<file path="src/rtl/trap_sequencer.sv">
// trap_sequencer: sequences trap/xRET CSR writes, privilege change and fetch redirect
package def_pkg;
  typedef struct packed {
    logic [63:0] cause;
    logic [63:0] tval;
    logic        valid;
  } exception_t;
  localparam logic [63:0] SMODE_STATUS_WRITE_MASK = 64'h8000_0003_000D_E762;
endpackage

module trap_sequencer #(
  parameter int XLEN   = 64,
  parameter bit VEC_EN = 1'b1
) (
  input  logic                clk_i,
  input  logic                rstn_i,
  input  def_pkg::exception_t exc_i,
  input  logic [XLEN-1:0]     exc_pc_i,
  input  logic                xret_valid_i,
  input  logic                xret_is_mret_i,
  output logic                ready_o,
  input  logic [XLEN-1:0]     mstatus_i,
  input  logic [XLEN-1:0]     medeleg_i,
  input  logic [XLEN-1:0]     mideleg_i,
  input  logic [XLEN-1:0]     mtvec_i,
  input  logic [XLEN-1:0]     stvec_i,
  input  logic [XLEN-1:0]     mepc_i,
  input  logic [XLEN-1:0]     sepc_i,
  output logic                csr_we_o,
  output logic [11:0]         csr_addr_o,
  output logic [XLEN-1:0]     csr_wdata_o,
  output logic [1:0]          priv_lvl_o,
  output logic                flush_o,
  output logic                redirect_valid_o,
  output logic [XLEN-1:0]     redirect_pc_o
);
  import def_pkg::*;

  typedef enum logic [2:0] {IDLE, W_CAUSE, W_EPC, W_TVAL, W_STATUS, REDIRECT} state_t;

  state_t          state, state_nx;
  logic [1:0]      priv_q;
  logic [XLEN-1:0] cause_q, tval_q, epc_q, status_q, pc_q;
  logic            to_s_q;
  logic [1:0]      new_priv_q;

  logic            take, intr, deleg;
  logic [5:0]      idx;
  logic [XLEN-1:0] tvec, tbase, tvec_pc;
  logic [XLEN-1:0] m_st, s_st, mret_st, sret_st, acc_status, acc_pc;
  logic [1:0]      acc_priv;

  assign take  = (state == IDLE) && (exc_i.valid || xret_valid_i);
  assign intr  = exc_i.cause[63];
  assign idx   = exc_i.cause[5:0];
  assign deleg = (priv_q != 2'b11) && (intr ? mideleg_i[idx] : medeleg_i[idx]);
  assign tvec  = deleg ? stvec_i : mtvec_i;
  assign tbase = {tvec[XLEN-1:2], 2'b00};
  assign tvec_pc = (VEC_EN && tvec[1:0] == 2'b01 && intr)
                 ? tbase + {{(XLEN-8){1'b0}}, idx, 2'b00} : tbase;

  // New mstatus images for each kind of operation, built from the live CSR value at acceptance
  always_comb begin
    m_st          = mstatus_i;
    m_st[7]       = mstatus_i[3];
    m_st[3]       = 1'b0;
    m_st[12:11]   = priv_q;
    s_st          = mstatus_i;
    s_st[5]       = mstatus_i[1];
    s_st[1]       = 1'b0;
    s_st[8]       = priv_q[0];
    s_st          = (mstatus_i & ~SMODE_STATUS_WRITE_MASK) | (s_st & SMODE_STATUS_WRITE_MASK);
    mret_st       = mstatus_i;
    mret_st[3]    = mstatus_i[7];
    mret_st[7]    = 1'b1;
    mret_st[12:11] = 2'b00;
    mret_st[17]   = (mstatus_i[12:11] == 2'b11) ? mstatus_i[17] : 1'b0;
    sret_st       = mstatus_i;
    sret_st[1]    = mstatus_i[5];
    sret_st[5]    = 1'b1;
    sret_st[8]    = 1'b0;
    sret_st[17]   = 1'b0;
  end

  // Select what gets latched: the exception wins over a simultaneous xRET
  always_comb begin
    acc_status = exc_i.valid ? (deleg ? s_st : m_st) : (xret_is_mret_i ? mret_st : sret_st);
    acc_pc     = exc_i.valid ? tvec_pc : (xret_is_mret_i ? mepc_i : sepc_i);
    acc_priv   = exc_i.valid ? (deleg ? 2'b01 : 2'b11)
               : (xret_is_mret_i ? mstatus_i[12:11] : {1'b0, mstatus_i[8]});
  end

  // State register and current privilege, which changes only as REDIRECT completes
  always_ff @(posedge clk_i or negedge rstn_i) begin
    if (!rstn_i) begin
      state  <= IDLE;
      priv_q <= 2'b11;
    end else begin
      state  <= state_nx;
      priv_q <= (state == REDIRECT) ? new_priv_q : priv_q;
    end
  end

  // Operation context captured once at acceptance so later input changes cannot disturb it
  always_ff @(posedge clk_i or negedge rstn_i) begin
    if (!rstn_i) begin
      cause_q    <= '0;
      tval_q     <= '0;
      epc_q      <= '0;
      status_q   <= '0;
      pc_q       <= '0;
      to_s_q     <= 1'b0;
      new_priv_q <= 2'b11;
    end else if (take) begin
      cause_q    <= exc_i.cause;
      tval_q     <= exc_i.tval;
      epc_q      <= {exc_pc_i[XLEN-1:2], 2'b00};
      status_q   <= acc_status;
      pc_q       <= acc_pc;
      to_s_q     <= exc_i.valid && deleg;
      new_priv_q <= acc_priv;
    end
  end

  // Next-state sequencing: traps walk all four writes, xRETs only the status write
  always_comb begin
    state_nx = state;
    unique case (state)
      IDLE:     state_nx = exc_i.valid ? W_CAUSE : (xret_valid_i ? W_STATUS : IDLE);
      W_CAUSE:  state_nx = W_EPC;
      W_EPC:    state_nx = W_TVAL;
      W_TVAL:   state_nx = W_STATUS;
      W_STATUS: state_nx = REDIRECT;
      REDIRECT: state_nx = IDLE;
      default:  state_nx = IDLE;
    endcase
  end

  // Output decode: one CSR write per W_* state, zeroed buses elsewhere
  always_comb begin
    csr_we_o    = (state == W_CAUSE) || (state == W_EPC) || (state == W_TVAL) || (state == W_STATUS);
    csr_addr_o  = (state == W_CAUSE)  ? (to_s_q ? 12'h142 : 12'h342)
                : (state == W_EPC)    ? (to_s_q ? 12'h141 : 12'h341)
                : (state == W_TVAL)   ? (to_s_q ? 12'h143 : 12'h343)
                : (state == W_STATUS) ? 12'h300 : 12'h000;
    csr_wdata_o = (state == W_CAUSE)  ? cause_q
                : (state == W_EPC)    ? epc_q
                : (state == W_TVAL)   ? tval_q
                : (state == W_STATUS) ? status_q : '0;
    redirect_valid_o = (state == REDIRECT);
    redirect_pc_o    = (state == REDIRECT) ? pc_q : '0;
    ready_o          = (state == IDLE);
    flush_o          = (state != IDLE);
    priv_lvl_o       = priv_q;
  end
endmodule

</file>
<file path="config.mk">
export PLATFORM = sky130hd
export DESIGN_NAME = trap_sequencer
export DESIGN_NICKNAME = d
export VERILOG_FILES = /design/src/rtl/trap_sequencer.sv
export SDC_FILE = /design/constraint.sdc
export NUM_CORES = 1
export LEC_CHECK = 0
export CORE_AREA = 2 2 308 310
export CTS_CLUSTER_DIAMETER = 200
export DETAILED_ROUTE_END_ITERATION = 12
export DIE_AREA = 0 0 310 312
export SYNTH_ARGS = -nofsm -noshare
export SYNTH_HDL_FRONTEND = slang
export SYNTH_SLANG_ARGS = --single-unit
</file>
<file path="constraint.sdc">
create_clock -name clk_i -period 5.7 [get_ports clk_i]
set_clock_uncertainty 0.15 [all_clocks]
set_input_delay 1.14 -clock clk_i [delete_from_list [all_inputs] [get_ports clk_i]]
set_output_delay 1.14 -clock clk_i [all_outputs]
set_load 0.005 [all_outputs]
</file>
After elaboration in Yosys (flattened, before gate mapping)
Cells that the tools add are included.
{"block": "totals", "out_inout_bits": 146, "reg_bits": 326}
{"block": "op_classes", "n_lt_le_gt_ge": 1, "reduce_logical": 10, "mux": 31, "n_eq_ne": 8, "n_bitwise": 1, "n_addsub": 1}
{"operator": "two-way mux 64 bit", "n": 11}
{"operator": "two-way mux 10 bit", "n": 7}
{"operator": "adder 64 x 8 -> 64 bit", "n": 1}
{"operator": "bitwise OR 63 x 64 -> 64 bit", "n": 1}
{"operator": "two-way mux 18 bit", "n": 1}
{"operator": "one-hot mux 3 bit (5 select lines)", "n": 1}
{"operator": "binary-select mux 1 bit (select 6 bit)", "n": 2}
{"operator": "< comparator 6 x 7 -> 1 bit (second input constant)", "n": 1}
{"operator": "== test 3 x 2 -> 1 bit (second input constant)", "n": 2}
{"operator": "== test 3 bit (second input constant)", "n": 2}
{"operator": "two-way mux 2 bit", "n": 3}
{"operator": "two-way mux 3 bit", "n": 2}
{"operator": "logical AND 1 bit", "n": 4}
{"operator": "logical OR 1 bit", "n": 4}
{"operator": "two-way mux 1 bit", "n": 4}
{"operator": "== test 3 x 1 -> 1 bit (second input constant)", "n": 1}
{"operator": "logical NOT 3 bit", "n": 1}
{"operator": "nonzero test 3 bit", "n": 1}
{"operator": "== test 2 x 1 -> 1 bit (second input constant)", "n": 1}
{"operator": "== test 2 bit (second input constant)", "n": 1}
{"operator": "!= test 2 bit (second input constant)", "n": 1}

Depth between registers and ports, before layout
Gate-level depths: netlist of run 1.
{"block": "depth", "ltp_word": 9, "depth_mapped": 26, "mapped_depth_nobuf": 22}

Worst setup path before layout of run 1
Ideal clock, no wire load.
{"block": "synth_timing", "kind": "input -> register", "from": "in exc_i[68] in the netlist's numbering", "to": "reg pc_q[53]", "slack_ns": -0.252, "arrival_time_ns": 5.676, "path_buffers": 4, "required_ns": 5.424, "cell_stages": 25, "path_cell_list": "buf_2 -> and2_1 -> buf_2 -> a22o_1 -> nor4_1 -> a41oi_1 -> o2111a_1 -> or3_1 -> buf_2 -> nand2_4 -> buf_2 -> mux2i_1 -> inv_1 -> ha_1 -> a21o_1 -> a21oi_1 -> o21ai_0 -> nand3_1 -> a21oi_1 -> o41ai_2 -> or3_1 -> nor3_1 -> xnor2_1 -> mux2i_1 -> a221o_1"}
{"block": "synth_between", "elab_chain_cells": 9, "word_cells_on_any_way": 12, "classes_between": "1 x add/sub; 1 x eq/ne; 8 x mux; 2 x reduce/logical"}
{"item": "from (decl)", "line_no": "17", "source": "input def_pkg::exception_t exc_i,"}
{"item": "branches (longest 7 deep; another with adder 64 x 8 -> 64 bit)"}
{"item": "two-way mux 64 bit *", "line_no": "60", "source": "? tbase + {{(XLEN-8){1'b0}}, idx, 2'b00} : tbase;"}
{"item": "two-way mux 64 bit *", "line_no": "88", "source": "acc_pc = exc_i.valid ? tvec_pc : (xret_is_mret_i ? mepc_i : sepc_i);"}
{"item": "to (signal assigned)", "line_no": "119", "source": "pc_q <= acc_pc;"}
{"item": "to (decl)", "line_no": "43", "source": "logic [XLEN-1:0] cause_q, tval_q, epc_q, status_q, pc_q;"}
Every way passes the cells marked *. The select of a mux whose other input is x is not followed.
A chain may end at the register's enable or synchronous reset.

Worst setup path after layout of run 1
{"block": "layout_timing", "from": "in exc_i[69] in the netlist's numbering", "to": "reg pc_q[39]"}
Same word-level chain as after synthesis.

==> reports/qor.yml, run 1 <==
status:
  outcome: "completed"
clock_network:
  numCtsBuffers: 43
  max-clock-path-buffers: 3
  clock_tree_from_tritoncts: "built"
  clkSinkCount: 326
  cts_max_level: 2
  post_cts_hold_buffer_count: 0
  root_buffer: "clkbuf_16"
  cts.clk_slew.worst_paths_ns: 0.06
  clk-insertion-delay-late_ns: 0.56
worst_setup_path:
  cp-start-kind: "input pin"
  worst-r2r-setup-slack_ns: 0.99
  critPathMostFrequentCell: "buf_4"
  critPathRequiredTime_ns: 6.02
  critical_path_class: "input pin to flip-flop"
  critPathCapture: "pc_q[39]$_DFFE_PN0P_"
  critical_path.startpoint: "exc_i[69]"
  r2r_worst_path_depth: 23
  critical_path.max_fanout: 8
  worstReg2RegStart: "priv_lvl_o[0]$_DFFE_PN1P_"
  endpoint_kind: "flip-flop"
  endpoint_of_the_most_critical_register_to_register_path: "pc_q[39]$_DFFE_PN0P_"
  timing.critical_path.arrival_ns: 5.95
  worst_path_largest_cell_delay_ns: 0.44
  timing.critical_path.slowest_stage_cell: "clkdlybuf4s50_1"
synthesis:
  yosysSeqAreaShare_pct: 39.7
  synth_cells: 2648
  postSynthRegisterBits: 326
  post_synth_instance_area_um2: 20600
  ys.warnings.count: 0
  avgSynthCellArea_um2: 7.77
  synth_async_sr_flop_share_pct: 100
  post_synth_num_cell_types: 83
  synth-edff-count: 0
  postSynth.topFlopCell: "dfrtp_1"
route:
  routed-via-count: 22700
  drt_iter0_markers: 1947
  final_antenna_net_count: 0
  met2_length_um: 52200
  highest_layer: "met5"
  m1WireLength_um: 44800
  post_drt_wl_per_cell_um: 23.0
  dr.pass1.iters: 5
  sum_of_met3_wire_segment_lengths_after_detailed_routing_um: 8220
  remaining_drc_errors: 0
  totalWireLength_um: 109000
  drt_via_density: 4.79
place:
  hpwl_um: 83200
  placement.setup.worst_slack_ns: -0.932
  place_congestion: 0.954
  port_buffers: 781
global_route:
  grtUsageTotal_pct: 21.6
  pin_count_of_the_biggest_net_entering_global_routing: 139
  grt_first_pass_wirelength_um: 156000
  antenna_found_initial: 29
  grt_pass1_vias: 23000
  global_route.overflow_total: 0
sta:
  report.final.slew_viol_count: 0
  tightestPinTransition_ns: 0.957
  finalSetupViolations: 0
  period_needed_ns: 5.63
  finalHoldViolCount: 0
  period_share_pct: 98.8
  timing.slew.headroom_pct: 36.2
  final.setup.worst_slack_ns: 0.0702
  max_freq_mhz: 178
finish:
  final-seq-area_um2: 8170
  multi_input_logic_area_um2: 11800
  final_layout_size_suffix_gt1_share_pct: 9.29
  filler_cell_count: 9937
  syn_to_final_growth_pct: 56.4
  layout.nets: 4085
power_and_ir_drop:
  total_power_mw: 13.7
  ir_worst_vdd_v: 0.000256
  power.leakage_nw: 13.8
  powerDensity_nw_per_um2: 426
floorplan:
  design.die.area_um2: 96700
  initial_core_util_pct: 22.1
  design.portCount: 791
  core_region_area_um2: 93000
  die_w_um: 310
  die_h_um: 312
  rows: 112
min_path:
  min-delay-path-class: "flip-flop to flip-flop"
flow_run:
  max-cap-violations: 0
[cell families (layout without fill, tap and decap cells)]
logic type / after synthesis / in the layout / synth area share, %
mux: 168 / 168 / 8.91
xor+xnor: 76 / 76 / 3.24
compound gates: 515 / 515 / 15.1
buf+inv: 220 / 1031 / 4.45
simple gates: 1335 / 1335 / 28.1
fa+ha+maj: 7 / 7 / 0.462
other cells: 1 / 29 / 0.0182
flops: 326 / 326 / 39.7
[worst max-delay path: cells and delay by family]
| kind | cells | cell delay, ns |
|---|---|---|
| adder cells (fa/ha/maj) | 1 | 0.27 |
| AO/OA/AOI/OAI | 9 | 2.11 |
| XOR/XNOR | 1 | 0.17 |
| multiplexers | 1 | 0.24 |
| AND/OR/NAND/NOR | 5 | 0.66 |
| buffers and inverters | 8 | 1.36 |
[registers in the layout (all words and copies together), names as in the netlist]
register / cells
state: 3
cause_q: 64
tval_q: 64
priv_lvl_o: 2
epc_q: 62
status_q: 64
to_s_q: 1
new_priv_q: 2
pc_q: 64
[cell usage in the layout, fill, tap and decap left out, drive strengths merged, types with 11 or more instances in the layout]
| master | instances |
|---|---|
| o211ai | 11 |
| diode | 22 |
| clkbuf | 63 |
| clkdlybuf4s50 | 773 |
| nand2 | 846 |
| xnor2 | 49 |
| buf | 148 |
| nor2 | 145 |
| inv | 31 |
| mux2i | 138 |
| nor4 | 12 |
| nand4 | 33 |
| nor3 | 68 |
| a21oi | 188 |
| a31oi | 17 |
| and4 | 11 |
| xor2 | 27 |
| a22oi | 19 |
| mux2 | 20 |
| dfrtp | 322 |
| and2 | 73 |
| nor2b | 13 |
| o22ai | 64 |
| and3 | 31 |
| nand3 | 69 |
| o21ai | 142 |
[report_power, final]
group	internal (mW)	total (mW)	switching [mW]
clock	1.56	2.70	1.14
combinational	2.97	6.77	3.80
sequential	3.47	4.23	0.757
total	8.00	13.7	5.69
[repair_timing]
action	4_1_cts	5_1_grt
gates cloned	1	2
buffers inserted	3	3
pin swaps	7	10
endpoints found under the setup margin	46	50
gates resized for setup	19	39
[metal layers]
metal | global-route usage (%) | up-vias
met2 | 36.4 | 1018
met5 | 0 | -
li1 | - | 10700
met1 | 27.3 | 10900
met3 | 3.99 | 168
met4 | 8.08 | 2
[through the flow]
| step | hold WS [ns] | cell area, µm² | util, % | setup TNS [ns] | cells |
|---|---|---|---|---|---|
| finish | 0.315 | 32200 | 34.6 | 0 | 4741 |
| global route | 0.335 | 32200 | 34.6 | -0.0534 | 4734 |
| CTS | 0.320 | 31900 | 34.3 | 0 | 4714 |
| detailed placement | 0.307 | 30400 | 32.7 | -39.29 | 4633 |
| global placement | 0.301 | 30400 | 32.7 | -40.42 | 4633 |
| floorplan | 0.285 | 20700 | - | 0 | 2654 |
[Yosys cell counts (4+ instances only)]
| library cell | instances | area share [%] |
|---|---|---|
| a211oi_1 | 8 | 0.29 |
| a21o_1 | 7 | 0.26 |
| a21oi_1 | 186 | 4.5 |
| a221o_1 | 4 | 0.19 |
| a221oi_1 | 6 | 0.26 |
| a22o_1 | 5 | 0.21 |
| a22oi_1 | 19 | 0.69 |
| a31oi_1 | 16 | 0.49 |
| and2_1 | 73 | 2.2 |
| and3_1 | 31 | 0.94 |
| and4_1 | 11 | 0.47 |
| buf_1 | 13 | 0.24 |
| buf_2 | 17 | 0.41 |
| buf_4 | 12 | 0.44 |
| clkbuf_1 | 147 | 2.7 |
| dfrtp_1 | 322 | 39 |
| dfstp_2 | 4 | 0.51 |
| ha_1 | 6 | 0.36 |
| inv_1 | 26 | 0.47 |
| mux2_2 | 20 | 1.1 |
| mux2i_1 | 138 | 6.7 |
| mux4_2 | 10 | 1.1 |
| nand2_1 | 845 | 15 |
| nand2b_1 | 8 | 0.24 |
| nand3_1 | 69 | 1.7 |
| nand4_1 | 33 | 1.0 |
| nor2_1 | 144 | 2.6 |
| nor2b_1 | 13 | 0.40 |
| nor3_1 | 66 | 1.6 |
| nor3b_1 | 4 | 0.15 |
| nor4_1 | 9 | 0.27 |
| o211ai_1 | 9 | 0.33 |
| o21ai_0 | 131 | 3.2 |
| o21ai_1 | 11 | 0.27 |
| o22ai_1 | 64 | 1.9 |
| o31ai_1 | 4 | 0.15 |
| or3_1 | 8 | 0.24 |
| or4_1 | 4 | 0.15 |
| xnor2_1 | 49 | 2.1 |
| xor2_1 | 27 | 1.1 |
[area by class of cell]
type	count	area share [%]
sequential	326	25.4
antenna	22	0.171
clock buffer	61	3.83
inverter	28	0.327
multi-input combinational	2108	36.6
tap	1254	4.88
timing repair buffer	926	28.3
clock inverter	16	0.447
[how the worst min path moves through the flow]
stage               slack (ns)                      to  cells past startpoint                    from
floorplan                 0.28    pc_q[60]$_DFFE_PN0P_                      2    pc_q[60]$_DFFE_PN0P_
global placement          0.30     pc_q[1]$_DFFE_PN0P_                      2     pc_q[1]$_DFFE_PN0P_
detailed placement        0.31  tval_q[44]$_DFFE_PN0P_                      2  tval_q[44]$_DFFE_PN0P_
CTS                       0.32     pc_q[7]$_DFFE_PN0P_                      1     pc_q[7]$_DFFE_PN0P_
global route              0.33  tval_q[57]$_DFFE_PN0P_                      2  tval_q[57]$_DFFE_PN0P_
finish                    0.32  tval_q[18]$_DFFE_PN0P_                      2  tval_q[18]$_DFFE_PN0P_
(Power assumes the default switching activity.)
==> run 2, diff against run 1 <==
--- a/config.mk
+++ b/config.mk
@@ -6,9 +6,9 @@
 export NUM_CORES = 1
 export LEC_CHECK = 0
 export CORE_AREA = 2 2 308 310
-export CTS_CLUSTER_DIAMETER = 200
 export DETAILED_ROUTE_END_ITERATION = 12
 export DIE_AREA = 0 0 310 312
+export SLEW_MARGIN = 5
 export SYNTH_ARGS = -nofsm -noshare
 export SYNTH_HDL_FRONTEND = slang
 export SYNTH_SLANG_ARGS = --single-unit
==> results of run 2 <==
Same layout as run 1: the final DEF is identical, and so are final timing and power.
==> run 3, diff against run 2 <==
--- a/config.mk
+++ b/config.mk
@@ -8,6 +8,7 @@
 export CORE_AREA = 2 2 308 310
 export DETAILED_ROUTE_END_ITERATION = 12
 export DIE_AREA = 0 0 310 312
+export SKIP_LAST_GASP = 1
 export SLEW_MARGIN = 5
 export SYNTH_ARGS = -nofsm -noshare
 export SYNTH_HDL_FRONTEND = slang
==> results of run 3 <==
Same layout as run 1: the final DEF is identical, and so are final timing and power.
